[src/rtl/run_sequencer.sv]
// Run controller: start/ack handshake, PC entry-point load, instruction-issue gating, cycle count and watchdog.
// All outputs come from flops or are decoded from flops; no input reaches an output within the same cycle.
`timescale 1ns/1ps
module run_sequencer #(
  parameter int MAX_CYCLES  = 4096,
  parameter int CNT_W       = 16,
  parameter int PC_W        = 32,
  parameter int PROG_STRIDE = 256
) (
  input  logic             clk,
  input  logic             reset,
  input  logic             start,
  input  logic [1:0]       prog_sel,
  input  logic             done,
  output logic             run_en,
  output logic             pc_load,
  output logic [PC_W-1:0]  pc_load_val,
  output logic             ack,
  output logic             timeout,
  output logic [CNT_W-1:0] cycle_count
);

  typedef enum logic [2:0] {
    IDLE = 3'd0,
    HOLD = 3'd1,
    ARM  = 3'd2,
    RUN  = 3'd3,
    FIN  = 3'd4,
    TOUT = 3'd5
  } state_e;

  localparam logic [CNT_W-1:0] LAST_CNT = CNT_W'(MAX_CYCLES - 1);

  state_e           state_q, state_d;
  logic [1:0]       prog_sel_q, prog_sel_d;
  logic [CNT_W-1:0] cnt_q, cnt_d;
  logic             run_en_q, run_en_d;
  logic             pc_load_q, pc_load_d;
  logic             ack_q, ack_d;
  logic             timeout_q, timeout_d;

  always_comb begin
    state_d    = state_q;
    prog_sel_d = prog_sel_q;
    cnt_d      = cnt_q;
    case (state_q)
      IDLE: if (start) state_d = HOLD;
      HOLD: begin
        if (!start) begin
          state_d    = ARM;
          prog_sel_d = prog_sel;
        end
      end
      ARM: begin
        cnt_d   = '0;
        state_d = RUN;
      end
      RUN: begin
        cnt_d = cnt_q + 1'b1;
        // done has priority over the watchdog when both land on the last cycle
        if (done)                   state_d = FIN;
        else if (cnt_q == LAST_CNT) state_d = TOUT;
      end
      FIN:     if (start) state_d = HOLD;
      TOUT:    if (start) state_d = HOLD;
      default: state_d = IDLE;
    endcase

    // Outputs are registered from the next state so they align with the state they describe
    run_en_d  = (state_d == RUN);
    pc_load_d = (state_d == ARM);
    ack_d     = (state_d == FIN) || (state_d == TOUT);
    timeout_d = (state_d == TOUT);
  end

  always_ff @(posedge clk or posedge reset) begin
    if (reset) begin
      state_q    <= IDLE;
      prog_sel_q <= '0;
      cnt_q      <= '0;
      run_en_q   <= 1'b0;
      pc_load_q  <= 1'b0;
      ack_q      <= 1'b0;
      timeout_q  <= 1'b0;
    end else begin
      state_q    <= state_d;
      prog_sel_q <= prog_sel_d;
      cnt_q      <= cnt_d;
      run_en_q   <= run_en_d;
      pc_load_q  <= pc_load_d;
      ack_q      <= ack_d;
      timeout_q  <= timeout_d;
    end
  end

  // Entry point tracks the latched program index; pc_load alone qualifies it
  assign pc_load_val = PC_W'(prog_sel_q) * PC_W'(PROG_STRIDE);
  assign run_en      = run_en_q;
  assign pc_load     = pc_load_q;
  assign ack         = ack_q;
  assign timeout     = timeout_q;
  assign cycle_count = cnt_q;

endmodule

[config.mk]
export PLATFORM = sky130hd
export DESIGN_NAME = run_sequencer
export DESIGN_NICKNAME = d
export VERILOG_FILES = /design/src/rtl/run_sequencer.sv
export SDC_FILE = /design/constraint.sdc
export NUM_CORES = 1
export LEC_CHECK = 0
export CAP_MARGIN = 20
export CORE_ASPECT_RATIO = 2
export CORE_MARGIN = 3
export CORE_UTILIZATION = 39
export DETAILED_ROUTE_END_ITERATION = 7
export MAX_ROUTING_LAYER = met4
export PLACE_DENSITY_LB_ADDON = 0.2
export SLEW_MARGIN = 0
export SYNTH_ARGS = -nofsm -noshare
export SYNTH_HDL_FRONTEND = slang
export SYNTH_SLANG_ARGS = --single-unit
[constraint.sdc]
create_clock -name clk -period 1.7 [get_ports clk]
set_input_delay 0.255 -clock clk [delete_from_list [all_inputs] [get_ports clk]]
set_output_delay 0.255 -clock clk [all_outputs]
set_load 0.03 [all_outputs]
* Word level (Yosys, flattened, before mapping)
Cells that the tools add are included.
** Word-level totals
- Flip-flop bits (word level) :: 25
- Bits in latches :: 0
- Memory bits (writable) :: 0
- Memory bits (read-only) :: 0
- Output and inout port bits :: 52
- Memories kept :: 0
** Cells by class
- Add/subtract/negate cells :: 1
- Multipliers :: 0
- Divide/modulo/power cells :: 0
- Magnitude comparators :: 0
- Eq/ne operators :: 10
- Shift operators :: 0
- Muxes and demuxes :: 6
- Bitwise gates (word level) :: 1
- Reductions and logical operators :: 5
** Operator list (number)
- 16-bit one-hot mux with 2 select lines :: 1
- 16-bit by 1-bit adder with 16-bit output (second input constant) :: 1
- 16-bit by 12-bit equality test with 1-bit output (second input constant) :: 1
- 3-bit by 2-bit equality test with 1-bit output (second input constant) :: 4
- 3-bit equality test (second input constant) :: 4
- 3-bit two-way mux :: 4
- 3-bit one-hot mux with 4 select lines :: 1
- 3-bit by 1-bit equality test with 1-bit output (second input constant) :: 1
- 3-bit logical NOT :: 1
- 3-bit OR reduction :: 1
- 2-bit AND reduction :: 1
- 2-bit nonzero test :: 1
- 1-bit logical OR :: 1
- 1-bit inverter :: 1

* Depth between registers and ports, before layout
Gate-level depths: netlist (run 1).
- Depth in word-level cells :: 6
- Mapped depth :: 5

* Worst setup path after synthesis (run 1)
Ideal clock, no wire load.
- Path kind :: reg-to-reg
- From :: reg cnt_q[5] (netlist: cycle_count[5])
- To :: reg cnt_q[15] (netlist: cycle_count[15])
- Arrival :: 1.838 ns
- Data required time :: 1.622 ns
- Slack :: -0.217 ns
- Cell stages (with the launch flop) :: 5
- Buffers on the path :: 0
- Period minus slack after synthesis :: 1.917 ns
- Path through :: dfrtp_1 > nand3_1 > or3_4 > or4_1 > a21oi_1
** Between the ends
- Word-level cells in the longest chain between the ends :: 2
** Ends and longest elaborated chain
- start, declared :: RTL line 36 : logic [CNT_W-1:0] cnt_q, cnt_d;
- start signal, assigned :: RTL line 88 : cnt_q <= cnt_d;
- 16-bit by 1-bit adder with 16-bit output :: RTL line 59 : cnt_d = cnt_q + 1'b1;
- 16-bit one-hot mux with 2 select lines :: RTL line 46 : case (state_q)
Every way passes these cells.
A chain may end at the register's enable or synchronous reset.

* Final worst setup path (run 1)
- From :: reg cnt_q[3] (netlist: cycle_count[3])
- To :: out cycle_count[3]
** RTL lines
- end, declared :: RTL line 20 : output logic [CNT_W-1:0] cycle_count
No word-level cell between the ends.

==> metrics, run 1 <==
Iteration-0 DRC Markers=17; CTS buffer count=3; VDD IR-drop max=782.1 µV; Layout area overhead=34.73%; switching share of power=41.44%; clock buffer depth=2; Detail Placement HPWL=2.656 mm; Final GP Congestion=0.8318; post-route cell area=0.001927 mm²; DRT antenna net count=0; Mapped Area=0.001430 mm²; via count=1202; Post-synth EDFFs=0; Buffers & Inverters on Critical Path=1; Die ar.=0.004474 mm²; initial antenna violation count=0; RSZ-0062 raised after global routing=yes; setup bufs post-CTS=0; Synth top area share=43.74%; Port Buffer Count=27; Levels on crit path=1; kind of critical path=reg2out; min cycle time layout=1.657 ns; Hold Crit Class=in2async; worst skew pair latency=0.27 ns; PnR worst setup slack=0.04293 ns; fin crit share=97.47%; Most Crowded Layer GR=met2; pre-CTS setup slack=0.02730 ns; WL per Instance=13.69 µm; Setup crit start kind=flop; r2r startpoint=state_q[2]; setup tns final=0 ns; met2 Use GR=28.98%; Worst Clk Skew=0.001403 ns; layout cells sized above 1=22.61%; most common cell in the netlist=buf_4; # rows=30; number of remaining DRC errors=0; vias in the first global route=1203; core area=0.003453 mm²; Filler cells=332; max-cap viol count=0; clock share of power=15.8%; crit end category=primary output; drt pass-1 iters=4; Int Pwr=0.001316 W; Post-synth top cells=buf_4, dfrtp_1, nand2_1, o21ai_0, nor2_1; Placed Area=0.001824 mm²; clk slew on worst S/H paths=0.09 ns; final WL=3.382 mm; area leader, netlist=dfrtp_1; largest net degree at the start of global routing=26; net switching power=0.0009313 W; YS warnings=0; outcome=complete, no violations; die span in x=48.82 µm; CP max stage delay=0.69 ns; sequential share of power=35.5%; ranking of synthesized cells by area=dfrtp_1, buf_4, o21ai_0, nand2_1, xnor2_1; Overall Global Routing Usage=15.83%; number of nets in the layout=207; Slew Viols, Final=0; main flop type after synthesis=dfrtp_1; fmax=603.5 MHz; crit-path cells=clkdlybuf4s50_1; CP arrival=1.40 ns; initial core utilization=41.41%; GRT Residual Overflow=0; via/cell ratio=4.866; Antenna diodes=0; Max H-tree Level=1; first-pass GRT wire length=5.437 mm; # setup viols final=0; #FFs+latches synth=25; power per standard cell area=1166 mW/mm²; Logic pwr share=48.7%; CTS tree=done; final hold vios=0; register area share after synthesis=43.74%; R2R Path End=cycle_count[15]; DIE HEIGHT=91.64 µm; Synth cell types=32; GR Util met3=2.114%; asr flop ratio synth=100.0%; Largest delay share family, worst path=buffers and inverters; R2R setup slack=0.05 ns; cell count after synthesis=152; static leakage=0.9765 nW; met1 usage=15.55%; crit path max-delay cell type=clkdlybuf4s50_1; I/O Pins=58; worst-path maximum fanout=6; Avg Cell Area, Syn=9.409 µm²; root buf cell=clkbuf_8; worst-case reg-to-reg path depth=4; TritonCTS Sinks=25; CP Data Required Time=1.44 ns
==> registers in the layout (all words and copies together), names as in the netlist <==
register	count
ack	1
cycle_count	16
pc_load	1
prog_sel_q	2
run_en	1
state_q	3
timeout	1
==> per-stage QoR <==
| stage | power, W | hold slack [ns] | utilization [%] | instances |
|---|---|---|---|---|
| final | 0.002247 | 0.3276 | 55.80 | 247 |
| after CTS | 0.002250 | 0.3319 | 54.13 | 247 |
| after detailed placement | 0.001892 | 0.5027 | 52.83 | 243 |
| after global placement | 0.001882 | 0.4907 | 52.83 | 243 |
| after floorplan | 0.001474 | 0.2817 | - | 181 |
| after global routing | 0.002402 | 0.3538 | 55.80 | 247 |
==> routing by layer <==
layer | vias to the layer above | share of wire, %
met2 | 36 | 57
met4 | 0 | 2.7
met5 | - | 0
met1 | 587 | 36
met3 | 7 | 3.9
li1 | 572 | -
==> final cells by class <==
cell class,instances,area [µm²],area share [%]
Inverter,6,22.52,1.169
Clock inverter,1,5.005,0.2597
Timing Repair Buffer,46,424.2,22.01
Sequential cell,25,636.9,33.05
Clock buffer,3,41.29,2.143
Multi-Input combinational cell,118,737.0,38.25
Tap cell,48,60.06,3.117
==> worst max-delay path by stage <==
| stage | end | slack (ns) | from |
|---|---|---|---|
| 2_1_floorplan | cycle_count[15] | 0.003 | cycle_count[8] |
| 3_3_place_gp | cycle_count[15] | 0.09 | state_q[2] |
| 3_5_place_dp | cycle_count[15] | 0.03 | state_q[2] |
| 4_1_cts | cycle_count[13] | 0.002 | cycle_count[13] |
| 5_1_grt | cycle_count[3] | 0.005 | cycle_count[3] |
| 6_report | cycle_count[3] | 0.04 | cycle_count[3] |
==> layout by cell type (no fill, tap or decap), types with 4 or more instances in the layout <==
cell	netlist	layout
nand3_1	7	6
a21oi_1	5	4
clkdlybuf4s50_1	0	21
conb_1	1	30
dlymetal6s2s_1	0	5
xnor2_1	5	5
dfrtp_1	25	16
o21ai_0	12	12
nand2_1	12	12
a21o_1	4	4
buf_4	30	19
nor2_1	10	10
dfrtp_2	0	9
o31ai_1	5	5
inv_1	6	6
==> timing repair <==
item,CTS,global route
cloned,0,0
pin swaps,0,2
resized for setup,1,13
hold buffers,0,0
setup endpoints to repair,1,9
==> cells by family (layout without fill, tap and decap cells) <==
| group | after synthesis | count (layout) | share of synthesized area, % |
|---|---|---|---|
| simple gates | 48 | 48 | 18.55 |
| buf+inv | 38 | 56 | 17.85 |
| compound gates | 32 | 32 | 14.09 |
| flops | 25 | 25 | 43.74 |
| xor+xnor | 5 | 5 | 3.062 |
| mux | 2 | 2 | 1.575 |
| fa+ha+maj | 1 | 1 | 0.8748 |
| other cells | 1 | 30 | 0.2622 |
==> power groups by stage <==
| stage | clock network (W) | logic [W] | registers (W) |
|---|---|---|---|
| 2_1_floorplan | 0 | 0.000501 | 0.000972 |
| 3_3_place_gp | 0 | 0.00108 | 0.000807 |
| 3_5_place_dp | 0 | 0.00108 | 0.000812 |
| 4_1_cts | 0.000367 | 0.00108 | 0.000801 |
| 5_1_grt | 0.000391 | 0.00119 | 0.000817 |
| 6_report | 0.000355 | 0.00109 | 0.000798 |
Power figures use the tool's default switching activity.
==> inputs of run 2 (changes only) <==
--- a/config.mk
+++ b/config.mk
@@ -10,8 +10,10 @@
 export CORE_MARGIN = 3
 export CORE_UTILIZATION = 39
 export DETAILED_ROUTE_END_ITERATION = 7
+export GPL_ROUTABILITY_DRIVEN = 0
 export MAX_ROUTING_LAYER = met4
 export PLACE_DENSITY_LB_ADDON = 0.2
+export SKIP_LAST_GASP = 1
 export SLEW_MARGIN = 0
 export SYNTH_ARGS = -nofsm -noshare
 export SYNTH_HDL_FRONTEND = slang
==> metrics, run 2 (synthesis results as in run 1) <==
outcome=complete, no violations; fin crit share=97.77% (+0.30 points); CP arrival=1.87 ns (+0.47 ns); Worst Clk Skew=0.001542 ns (+0.0001396 ns); root buf cell=clkbuf_8; DIE HEIGHT=91.64 µm (unchanged); final hold vios=0 (unchanged); commonest non-fill, non-tap cells in the layout=conb_1, clkdlybuf4s50_1, buf_4; kind of critical path=reg2reg; Antenna diodes=0 (unchanged); Placed Area=0.001824 mm² (unchanged); RSZ-0062 raised after global routing=yes; WL per Instance=13.37 µm (-2.4%); WHS=0.3240 ns (-0.003560 ns); Layout area overhead=33.86%; R2R setup slack=0.04 ns (about the same); final WL=3.302 mm (-2.4%); drt pass-1 iters=4 (unchanged); Tot Pwr=0.002246 W (about the same); # setup viols final=0 (unchanged); Multi-input gate area=724.4 µm² (-1.7%); number of remaining DRC errors=0 (unchanged); FF+latch area=636.9 µm² (unchanged); die span in x=48.82 µm (unchanged); Die ar.=0.004474 mm² (unchanged); DRT antenna net count=0 (unchanged); Overall Global Routing Usage=15.83% (unchanged); most common cell after layout, fill and taps aside=conb_1; first-pass GRT wire length=5.437 mm (unchanged); met1 usage=15.55% (unchanged); clk slew on worst S/H paths=0.09 ns (about the same); CTS buffer count=3 (unchanged); fmax=601.6 MHz (-0.31%); initial core utilization=41.41% (unchanged); via count=1184 (-1.5%); Filler cells=333 (+0.30%); min cycle time layout=1.662 ns (+0.005081 ns); Hold Crit Class=in2async; worst-path maximum fanout=3 (-3); static leakage=0.9580 nW (-1.9%); GR Util met3=2.114% (unchanged); worst skew pair latency=0.27 ns (about the same); Detail Placement HPWL=2.656 mm (unchanged); CP Data Required Time=1.90 ns (+0.46 ns); Iteration-0 DRC Markers=19 (+2); TritonCTS Sinks=25 (unchanged); crit end category=flop; setup bufs post-CTS=0 (unchanged); GRT Residual Overflow=0 (unchanged); largest net degree at the start of global routing=26 (unchanged); max reg flops=16 (unchanged); number of nets in the layout=207 (unchanged); VDD IR-drop max=781.3 µV (about the same); core area=0.003453 mm² (unchanged); setup tns final=0 ns (unchanged); I/O Pins=58 (unchanged); via/cell ratio=4.794 (-1.5%); max-cap viol count=0 (unchanged); initial antenna violation count=0 (unchanged); clock buffer depth=2 (unchanged); Most Crowded Layer GR=met2; # rows=30 (unchanged); Setup crit start kind=flop; post-route cell area=0.001914 mm² (-0.65%); power per standard cell area=1173 mW/mm² (+0.61%); met2 Use GR=28.98% (unchanged); vias in the first global route=1203 (unchanged); Port Buffer Count=27 (unchanged); layout cells sized above 1=22.11% (-0.50 points); Max H-tree Level=1 (unchanged); CTS tree=done; Slew Viols, Final=0 (unchanged)
run 2: final timing paths:
kind,startpoint,end,cells past startpoint
min,reset,cycle_count[12],3
max,state_q[2],cycle_count[15],4
max in group asynchronous,reset,cycle_count[0],3
min in group clk,prog_sel_q[1],prog_sel_q[1],1
min reg2reg,prog_sel_q[1],prog_sel_q[1],1
max reg2reg,state_q[2],cycle_count[15],4
run 2: timing repair:
item	4_1_cts	5_1_grt
hold buffers	0	0
resized for setup	1	11
pin swaps	0	2
endpoints found under the setup margin	1	9
run 2: critical path, cell delays in order (launching register included):
cell and delay, ns:
dfrtp_1 0.38, nand4b_1 0.22, or3_4 0.39, or4_1 0.49
a21oi_2 0.12
run 2: per-stage QoR:
stage / cells / setup slack, ns / utilization, %
floorplan: 181 / 0.002608 / -
global placement: 243 / 0.09324 / 52.83
detailed placement: 243 / 0.02730 / 52.83
CTS: 247 / 0.001878 / 54.13
global route: 247 / -0.02386 / 55.43
finish: 247 / 0.03785 / 55.43
run 2: final cells by class:
type | count | area share, %
clock inverter | 1 | 0.2614
multi-input combinational | 118 | 37.84
timing repair buffer | 46 | 22.16
inverter | 6 | 1.176
clock buffer | 3 | 2.157
tap | 48 | 3.137
sequential | 25 | 33.27
run 2: where the power goes:
| part | internal, W | leakage (nW) | switching [W] |
|---|---|---|---|
| Sequential | 0.000713 | 0.321 | 0.0000863 |
| Clock | 0.000164 | 0.0255 | 0.000190 |
| Combinational | 0.000440 | 0.611 | 0.000654 |
| Total | 0.00132 | 0.958 | 0.000930 |
run 2: per-layer routing:
layer | share of wire, % | wire length, µm
met3 | 3.8 | 127
met2 | 57 | 1880
met5 | 0 | 0
met4 | 2.8 | 91
met1 | 36 | 1203
==> inputs of run 3 (changes only) <==
--- a/config.mk
+++ b/config.mk
@@ -8,7 +8,7 @@
 export CAP_MARGIN = 20
 export CORE_ASPECT_RATIO = 2
 export CORE_MARGIN = 3
-export CORE_UTILIZATION = 39
+export CORE_UTILIZATION = 42
 export DETAILED_ROUTE_END_ITERATION = 7
 export GPL_ROUTABILITY_DRIVEN = 0
 export MAX_ROUTING_LAYER = met4
==> constraint.sdc (replaced) <==
create_clock -name clk -period 1.76 [get_ports clk]
set_input_delay 0.264 -clock clk [delete_from_list [all_inputs] [get_ports clk]]
set_output_delay 0.264 -clock clk [all_outputs]
set_load 0.03 [all_outputs]
==> metrics, run 3 (synthesis results as in run 1) <==
Worst Clk Skew=0.002234 ns (+0.0006919 ns); Met3 Routed Length=136 µm (+7.1%); clk slew on worst S/H paths=0.09 ns (about the same); number of nets in the layout=205 (-0.97%); FF+latch area=634.4 µm² (-0.39%); CTS buffer count=3 (unchanged); Setup crit start kind=flop; crit end category=flop; Iteration-0 DRC Markers=19 (unchanged); via count=1186 (+0.17%); CP Data Required Time=1.96 ns (+0.06 ns); most common cell after layout, fill and taps aside=conb_1; wire length on met2=1.902 mm (+1.2%); initial antenna violation count=0 (unchanged); root buf cell=clkbuf_8; core area=0.003229 mm² (-6.5%); first-pass GRT wire length=5.333 mm (-1.9%); DR top layer=met4; fmax=581.5 MHz (-3.3%); WHS=0.3363 ns (+0.01229 ns); GRT Residual Overflow=0 (unchanged); kind of critical path=reg2reg; post-route cell area=0.001821 mm² (-4.9%); VDD IR-drop max=938.9 µV (+20%); # setup viols final=0 (unchanged); max-cap viol count=0 (unchanged); worst skew pair latency=0.27 ns (about the same); Port Buffer Count=27 (unchanged); hold_buf cts=0 (unchanged); setup bufs post-CTS=0 (unchanged); Max H-tree Level=1 (unchanged); largest net degree at the start of global routing=26 (unchanged); Antenna diodes=0 (unchanged); setup tns final=0 ns (unchanged); number of remaining DRC errors=0 (unchanged); Hold Crit Class=in2async; met1 wire length=1.166 mm (-3.1%); layout cells sized above 1=19.29% (-2.8 points); CTS tree=done; Slew Viols, Final=0 (unchanged); power per standard cell area=1161 mW/mm² (-1.0%); CP max stage delay=0.53 ns (+0.04 ns); outcome=complete, no violations; # rows=29 (-3.3%); Largest delay share family, worst path=simple AND/OR/NAND/NOR gates; Filler cells=296 (-11%); worst-path maximum fanout=6 (+3); via/cell ratio=5.202 (+8.5%); Multi-input gate area=678.2 µm² (-6.4%); max reg flops=16 (unchanged); I/O Pins=58 (unchanged); CP arrival=1.92 ns (+0.05 ns); crit path max-delay cell type=or4_4; Buffers & Inverters on Critical Path=0 (unchanged); DRT antenna net count=0 (unchanged); static leakage=0.8561 nW (-11%); WL per Instance=14.57 µm (+9.0%); Placed Cells=224 (-7.8%); Die ar.=0.004183 mm² (-6.5%); drt pass-1 iters=4 (unchanged); TritonCTS Sinks=25 (unchanged); Post-CTS Resized=0 (-1); initial core utilization=44.29% (+2.9 points); DIE HEIGHT=88.52 µm (-3.4%); final WL=3.321 mm (+0.58%); crit-path cells=nand4_4, or3_4, or4_4, a21oi_2; die span in x=47.26 µm (-3.2%); Placed Area=0.001764 mm² (-3.3%); Overall Global Routing Usage=18.03% (+2.2 points); Tot Pwr=0.002114 W (-5.9%); fin crit share=97.71% (about the same); clock buffer depth=2 (unchanged); Layout area overhead=27.30%; Detail Placement HPWL=2.582 mm (-2.8%); vias in the first global route=1147 (-4.7%); Layout Cells excl Fill=228 (-7.7%); final hold vios=0 (unchanged); min cycle time layout=1.720 ns (+0.05747 ns); commonest non-fill, non-tap cells in the layout=conb_1, clkdlybuf4s50_1, dfrtp_1
## run 3: cell types whose count changed in the layout (fill, tap and decap cells not counted), moves of 2 or more
| cell | before | now |
|---|---|---|
| dlymetal6s2s_1 | 5 | 1 |
| dfrtp_2 | 9 | 7 |
| nor4_4 | 2 | 0 |
| dfrtp_1 | 16 | 18 |
| clkdlybuf4s50_1 | 21 | 26 |
| buf_4 | 19 | 17 |
## run 3: worst min-delay path, delay by kind of cell
| kind | cells | cell delay, ns |
|---|---|---|
| buf+inv | 3 | 0.74 |
## run 3: routing by layer
layer  vias up  global-route usage [%]
met3        10                   1.833
met4         0                   11.84
met1       571                   19.00
li1        565                       -
met5         -                       -
met2        40                   29.83
## run 3: power breakdown
part | leakage (nW) | switching, W | internal (W)
Combinational | 0.506 | 0.000630 | 0.000372
Sequential | 0.325 | 0.0000830 | 0.000688
Clock | 0.0255 | 0.000183 | 0.000158
## run 3: worst paths after layout
| path | to | slack [ns] | cells past startpoint | start |
|---|---|---|---|---|
| worst max register to register | cycle_count[15] | 0.04 | 4 | cycle_count[0] |
| worst max-delay path | cycle_count[15] | 0.04 | 4 | cycle_count[0] |
| max in group asynchronous | cycle_count[4] | 1.16 | 3 | reset |
| worst min register to register | prog_sel_q[0] | 0.51 | 1 | prog_sel_q[0] |
| worst min-delay path | cycle_count[14] | 0.34 | 3 | reset |
| min in group clk | prog_sel_q[0] | 0.51 | 1 | prog_sel_q[0] |
## run 3: metrics by stage
stage,utilization [%],setup slack [ns]
after floorplan,-,-0.08978
after global placement,54.63,0.1258
after detailed placement,54.63,0.05259
after CTS,56.06,0.03282
after global routing,56.37,-0.01362
final,56.37,0.04038
## run 3: cell type report
| cell class | instances | area share [%] |
|---|---|---|
| repair buffers | 44 | 21.99 |
| well taps | 31 | 2.131 |
| clock inverters | 1 | 0.2749 |
| multi-input cells | 118 | 37.25 |
| clock buffers | 3 | 2.268 |
| inverters | 6 | 1.237 |
| flip-flops and latches | 25 | 34.85 |
